$ cat config.mk
export PLATFORM = sky130hd
export DESIGN_NAME = gray_monitor
export DESIGN_NICKNAME = d
export VERILOG_FILES = /design/src/rtl/gray_monitor.sv
export SDC_FILE = /design/constraint.sdc
export NUM_CORES = 1
export LEC_CHECK = 0
export BUFFER_PORTS_ARGS = -buffer_cell sky130_fd_sc_hd__buf_2
export CAP_MARGIN = 20
export CORE_ASPECT_RATIO = 1.4
export CORE_MARGIN = 2
export CORE_UTILIZATION = 45
export CTS_CLUSTER_DIAMETER = 150
export DETAILED_ROUTE_END_ITERATION = 8
export PLACE_DENSITY = 0.75
export SYNTH_ARGS = -nofsm -noshare
export SYNTH_HDL_FRONTEND = slang
export SYNTH_SLANG_ARGS = --single-unit
$ cat constraint.sdc
create_clock -name Clk -period 4.9 [get_ports Clk]
set_clock_uncertainty 0.1 [all_clocks]
set_input_delay 0.49 -clock Clk [delete_from_list [all_inputs] [get_ports Clk]]
set_output_delay 0.49 -clock Clk [all_outputs]
set_load 0.05 [all_outputs]
$ cat src/rtl/gray_monitor.sv
// Checks and extends a 3-bit Gray step counter: decode, step/overflow checking,
// W-bit extended count, latched error code with a clear/resync handshake.
module gray_monitor #(
  parameter int W = 8
) (
  input  logic         Clk,
  input  logic         Reset,
  input  logic [2:0]   Gray,
  input  logic         Ovf,
  input  logic         Clear,
  output logic [2:0]   Bin,
  output logic [W-1:0] Total,
  output logic         Step,
  output logic         Err,
  output logic [1:0]   ErrCode
);

  typedef enum logic [1:0] {TRACK, ERROR, RESYNC} state_t;

  localparam logic [1:0] CODE_NONE     = 2'b00;
  localparam logic [1:0] CODE_ILLEGAL  = 2'b01;
  localparam logic [1:0] CODE_MISSING  = 2'b10;
  localparam logic [1:0] CODE_SPURIOUS = 2'b11;

  function automatic logic [2:0] decode(input logic [2:0] g);
    return {g[2], g[2] ^ g[1], g[2] ^ g[1] ^ g[0]};
  endfunction

  state_t       state, state_nxt;
  logic [2:0]   prev_gray, pg_nxt;
  logic         prev_ovf, po_nxt;
  logic [W-1:0] total_nxt;
  logic         step_nxt, err_nxt;
  logic [1:0]   code_nxt, cls;
  logic [2:0]   cur, prv, diff;
  logic         one_bit, fwd, wrap;

  assign cur     = decode(Gray);
  assign prv     = decode(prev_gray);
  assign diff    = Gray ^ prev_gray;
  assign one_bit = (diff != 3'd0) && ((diff & (diff - 3'd1)) == 3'd0);
  assign fwd     = (cur == prv + 3'd1);
  assign wrap    = (prv == 3'd7) && (cur == 3'd0);

  always_comb begin
    state_nxt = state;
    pg_nxt    = prev_gray;
    po_nxt    = prev_ovf;
    total_nxt = Total;
    step_nxt  = 1'b0;
    err_nxt   = Err;
    code_nxt  = ErrCode;
    cls       = CODE_NONE;
    unique case (state)
      TRACK: begin
        pg_nxt = Gray;
        po_nxt = Ovf;
        // Ovf falling at Gray 0 means the upstream counter was reset
        if (prev_ovf && !Ovf && Gray == 3'd0) begin
          total_nxt = '0;
        end else if (prev_ovf && !Ovf) begin
          cls = CODE_ILLEGAL;
        end else if (Gray == prev_gray && Ovf == prev_ovf) begin
          total_nxt = Total;
        end else if (!one_bit || !fwd) begin
          cls = CODE_ILLEGAL;
        end else if (wrap && !Ovf) begin
          cls = CODE_MISSING;
        end else if (!prev_ovf && Ovf && !wrap) begin
          cls = CODE_SPURIOUS;
        end else begin
          total_nxt = Total + W'(1);
          step_nxt  = 1'b1;
        end
        if (cls != CODE_NONE) begin
          state_nxt = ERROR;
          total_nxt = Total;
          err_nxt   = 1'b1;
          code_nxt  = cls;
        end
      end
      ERROR: begin
        if (Clear) state_nxt = RESYNC;
      end
      RESYNC: begin
        pg_nxt    = Gray;
        po_nxt    = Ovf;
        err_nxt   = 1'b0;
        code_nxt  = CODE_NONE;
        total_nxt = {{(W-3){1'b0}}, cur};
        state_nxt = TRACK;
      end
      default: state_nxt = TRACK;
    endcase
  end

  always_ff @(posedge Clk) begin
    if (Reset) begin
      state     <= TRACK;
      prev_gray <= 3'd0;
      prev_ovf  <= 1'b0;
      Bin       <= 3'd0;
      Total     <= '0;
      Step      <= 1'b0;
      Err       <= 1'b0;
      ErrCode   <= CODE_NONE;
    end else begin
      state     <= state_nxt;
      prev_gray <= pg_nxt;
      prev_ovf  <= po_nxt;
      Bin       <= cur;
      Total     <= total_nxt;
      Step      <= step_nxt;
      Err       <= err_nxt;
      ErrCode   <= code_nxt;
    end
  end

endmodule

==> After elaboration in Yosys (flattened, before gate mapping) <==
Index checks and enable logic that the tools add are counted.
{ "word_totals": {"register_bits": 21, "input_bits": 7, "out_inout_bits": 15, "word_cells": 81} }
{ "op_classes": {"add_sub_neg": 3, "eq_ne": 14, "muxes": 23, "bitwise": 7, "reduce_logical": 26} }
{ "ops": {"columns": ["operator", "count"], "rows": [
  ["8-bit 2-to-1 mux", 7],
  ["2-bit 2-to-1 mux", 10],
  ["8-bit one-hot mux with 2 select lines", 1],
  ["3-bit != test, second input constant", 5],
  ["3-bit zero test", 3],
  ["8-bit by 1-bit adder with 8-bit output, second input constant", 1],
  ["1-bit logical AND", 8],
  ["2-bit one-hot mux with 2 select lines", 2],
  ["7-bit AND reduction", 1],
  ["7-bit OR reduction", 1],
  ["3-bit equality test", 2],
  ["2-bit != test, second input constant", 3],
  ["1-bit zero test", 5],
  ["2-bit AND reduction", 2],
  ["2-bit nonzero test", 2],
  ["1-bit bitwise XOR", 4],
  ["3-bit by 1-bit adder with 3-bit output, second input constant", 1],
  ["3-bit AND", 1],
  ["3-bit equality test, second input constant", 1],
  ["3-bit nonzero test", 1],
  ["3-bit by 1-bit subtractor with 3-bit output, second input constant", 1],
  ["3-bit bitwise XOR", 1],
  ["2-bit by 1-bit equality test with 1-bit output, second input constant", 1],
  ["2-bit equality test, second input constant", 1],
  ["other kinds (7)", 8]
]} }

==> Logic depth before layout (Yosys ltp) <==
{ "logic_depth": {"depth_word": 16, "ltp_mapped": 9, "ltp_nobuf": 8} }

==> Worst setup path before layout <==
OpenSTA, ideal clock, no wires.
{ "synth_path": {"path_type": "input-to-reg", "startpoint": "input port Gray[1]", "endpoint": "register Total[7]", "setup_ns": 0.122, "t_arrival_ns": 2.313, "t_required_ns": 4.678, "path_slack_ns": 2.365, "cell_stages": 9, "path_buffers": 1, "cell_sequence": "buf_4 > xnor2_1 > ha_1 > nand4b_4 > mux2_4 > nor2_2 > a41oi_2 > nor2b_1 > a221o_1"} }
{ "synth_via": {"elab_chain_cells": 16, "elab_cells_between_ends": 39, "cone_classes": "1 x add/sub; 8 x eq/ne; 10 x mux; 4 x bitwise; 16 x reduce/logical"} }
{ "synth_lines": {"columns": ["item", "line_no", "text"], "rows": [
  ["from (decl)", "8", "input logic [2:0] Gray,"],
  ["parallel branches: the longest is 16 deep, another holds 3-bit by 1-bit subtractor with 3-bit output", null, null],
  ["to (signal assigned)", "112", "Total <= total_nxt;"],
  ["to (decl)", "12", "output logic [W-1:0] Total,"]
]} }
Parallel ways; which one is timed is not known. The select of a mux whose other input is x is not followed.
A chain may end at the register's enable or synchronous reset.

==> Worst setup path after layout <==
{ "layout_path": {"startpoint": "register prev_gray[2]", "endpoint": "register Total[6]"} }
{ "layout_via": {"elab_chain_cells": 16, "elab_cells_between_ends": 34, "cone_classes": "2 x add/sub; 8 x eq/ne; 7 x mux; 4 x bitwise; 13 x reduce/logical"} }
{ "layout_lines": {"columns": ["item", "line_no", "text"], "rows": [
  ["from (decl)", "30", "logic [2:0] prev_gray, pg_nxt;"],
  ["from (signal assigned)", "109", "prev_gray <= pg_nxt;"],
  ["parallel branches: the longest is 15 deep, another holds 3-bit by 1-bit subtractor with 3-bit output", null, null],
  ["7-bit AND reduction (no source line) *", null, null]
]} }
Mark *: on every way between the ends. The select of a mux whose other input is x is not followed.

==> results.md <==
* CTS Buf Count at 3
* Final #Nets at 167
* Core area at approximately 2600 µm²
* VDD IR-drop max at about 0.00015 V
* Drt total wl at around 2500 µm
* Worst hold margin at between 0.3 and 0.4 ns
* DRC at 0
* Setup TNS at 0 ns
* Final Max Tran Viols at 0
* WL per Instance at about 13 µm
* First-pass GRT wire length at 4236 µm
* Number of antenna violations at the first check in global routing at 0
* Post-CTS Setup Bufs at 0
* GR Util All Layers at between 15 and 20%
* Mapped Area at between 1000 and 1500 µm²
* Worst-margin pin slew at 0.5744 ns
* Io pins at 22
* Chip width at 48.57 µm
* CTS Hold Bufs at 0
* WHS Path Cells at 3
* Library cells used by synthesis at approximately 50
* Die Y at about 66 µm
* Post-Synthesis Cells at around 140
* Main combinational cell family by area after synthesis: simple AND/OR/NAND/NOR gates
* Compound-Gate Fraction of Synth Area at between 10% and 20%
* Clk root buf: clkbuf_4
* Clk buf depth at 2
* Share of flip-flops with an asynchronous set or reset at 0%
* Register area share after synthesis at between 30 and 40%
* Pwr dens at 325.6 nW/µm²
* Via count at ~1.0k
* Critical Path AT at 2.72 ns
* Starting Density at a little under half
* Clock latency on the worst-skew pair at roughly 0.30 ns
* Post-synthesis mux area share at 6.000%
* Worst hold path class: input port to register
* Mapped Avg Cell Area at around 9 µm²
* Worst R2R Path Depth at 8
* Gr ovfl total at 0
* Max Cap Viol at 0
* Post-DP Area at 1355 µm²
* DR iter-0 viols at 10
* Setup violators final at 0
* Most frequent cells in the layout: dfxtp_1, buf_2, nor2_1
* EDFF count, synth at 0
* TritonRoute pass-1 iters at 4
* WS Path Type: register to register
* Largest net degree at the start of global routing at 23
* Gpl congestion at 0.7931
* Clock transition at path regs at 0.11 ns
* Worst setup EP type: register
* Diode count at 0
* H-tree levels at 1
* Via/cell ratio at about 5.5
* CTS tree: yes
* Placement row count at 22
* Largest fanout on the critical path at 7
* Top FF cell, synth: dfxtp_1
* Vias in the first global route at 972
* DP Wirelength at 1861 µm
* Synth Area in Simple Gates at 29.40%
* Switch share at between 30 and 40%
* Detail Route Antenna Nets at 0
* Unrepaired setup endpoints after global routing: false
* Growth of design area from synthesis to finish at 10.40%
* Synth warnings at 0
* Max-slew headroom at between 60% and 70%
* Final Hold Viols at 0
* Post-Synth Adder-Cell Area at 5.000%
* Final period utilization at 53.46%
* Cell area after layout at around 1400 µm²
* Leak Pwr at roughly 0.63 nW
* Share of layout cells above drive strength 1 at a little under a quarter
* Worst EP required at around 5.0 ns
* FMAX at around 380 MHz
* Die area at 3224 µm²
* Logic gate share of total power at roughly a third
* XOR/XNOR Fraction of Synth Area at under 10%
* Post-CTS sizing at 0
* Clock network power share at between 10% and 20%
* Pint at 0.2759 mW
* Clock Sinks at 21
* Final min period at 2.620 ns
* Port bufs at 21
* Status: completed
* Synth Register Bits at 21
* Startpoint types: register
* Syn_nets at ~150
* Seq pwr share at between 40% and 50%
* Switching Power at 0.1739 mW
## power groups by stage
stage          Clock (mW)  Sequential [mW]  Combinational [mW]
3_5_place_dp            0            0.213               0.156
3_3_place_gp            0            0.211               0.153
6_report           0.0836            0.209               0.157
4_1_cts            0.0862            0.209               0.158
5_1_grt            0.0911            0.211               0.172
2_1_floorplan           0            0.237               0.102
## cell type report
class / instances / area [µm²]
clock buffer: 4 / 26.28
fill: 267 / 1261
inverter: 7 / 26.28
multi-input combinational: 101 / 758.2
sequential: 21 / 420.4
tap: 36 / 45.04
timing repair buffer: 21 / 105.1
## final timing paths
kind           startpoint  endpoint  slack, ns
min                   Ovf  prev_ovf       0.35
max reg2reg  prev_gray[2]  Total[6]       2.28
min reg2reg           Err       Err       0.39
max          prev_gray[2]  Total[6]       2.28
## cell usage after synthesis, types with 2 or more instances
cell type,count,area (µm²)
dfxtp_1,21,420.4
nor2_1,13,48.80
nor2b_1,8,50.05
inv_1,6,22.52
mux2i_1,6,60.06
nand3_1,6,30.03
and3_1,5,31.28
ha_1,5,62.56
xnor2_1,5,43.79
o21ai_0,4,20.02
a21oi_1,3,15.01
a221o_1,3,30.03
a31oi_1,3,18.77
clkbuf_1,3,11.26
nand2_1,3,11.26
nand2b_1,3,18.77
nor3_1,3,15.01
or3_1,3,18.77
buf_4,2,15.01
nand4_1,2,12.51
xor2_1,2,17.52
## sequential cells by signal (all words and copies together), names as in the netlist
register and count:
Bin 3, Err 1, ErrCode 2, Step 1, Total 8, prev_gray 3
prev_ovf 1, state 2
## through the flow
stage | power [mW] | util (%) | cells | worst slack (ns)
floorplan | 0.3391 | - | 137 | 2.365
global placement | 0.3645 | 51.28 | 186 | 2.183
detailed placement | 0.3688 | 51.28 | 186 | 2.071
CTS | 0.4528 | 52.27 | 190 | 2.283
global route | 0.4734 | 52.27 | 190 | 2.131
finish | 0.4498 | 52.27 | 190 | 2.280
## worst max-delay path: stages (launching register included)
cell	delay, ns
dfxtp_1	0.59
xor2_1	0.19
ha_1	0.21
nand4b_4	0.11
mux2_4	0.35
nor2_2	0.11
a41oi_2	0.26
nor2b_1	0.25
a221o_1	0.36
## cell families (layout without fill, tap and decap cells)
kind of cell / count (synthesis) / after routing
AND/OR/NAND/NOR: 59 / 59
AO/OA/AOI/OAI: 22 / 22
flip-flops: 21 / 21
buffers and inverters: 15 / 32
XOR/XNOR: 8 / 8
multiplexers: 7 / 7
adder cells (fa/ha/maj): 5 / 5
## layer usage
layer | wire length, µm | GRT usage (%) | part of all wire [%]
met1 | 1106 | 18.47 | 44
met2 | 1284 | 30.38 | 51
met3 | 93 | 2.941 | 3.7
met4 | 55 | 10.36 | 2.2
met5 | 0 | 0 | 0
No activity file was read; power rests on OpenSTA's default activity.
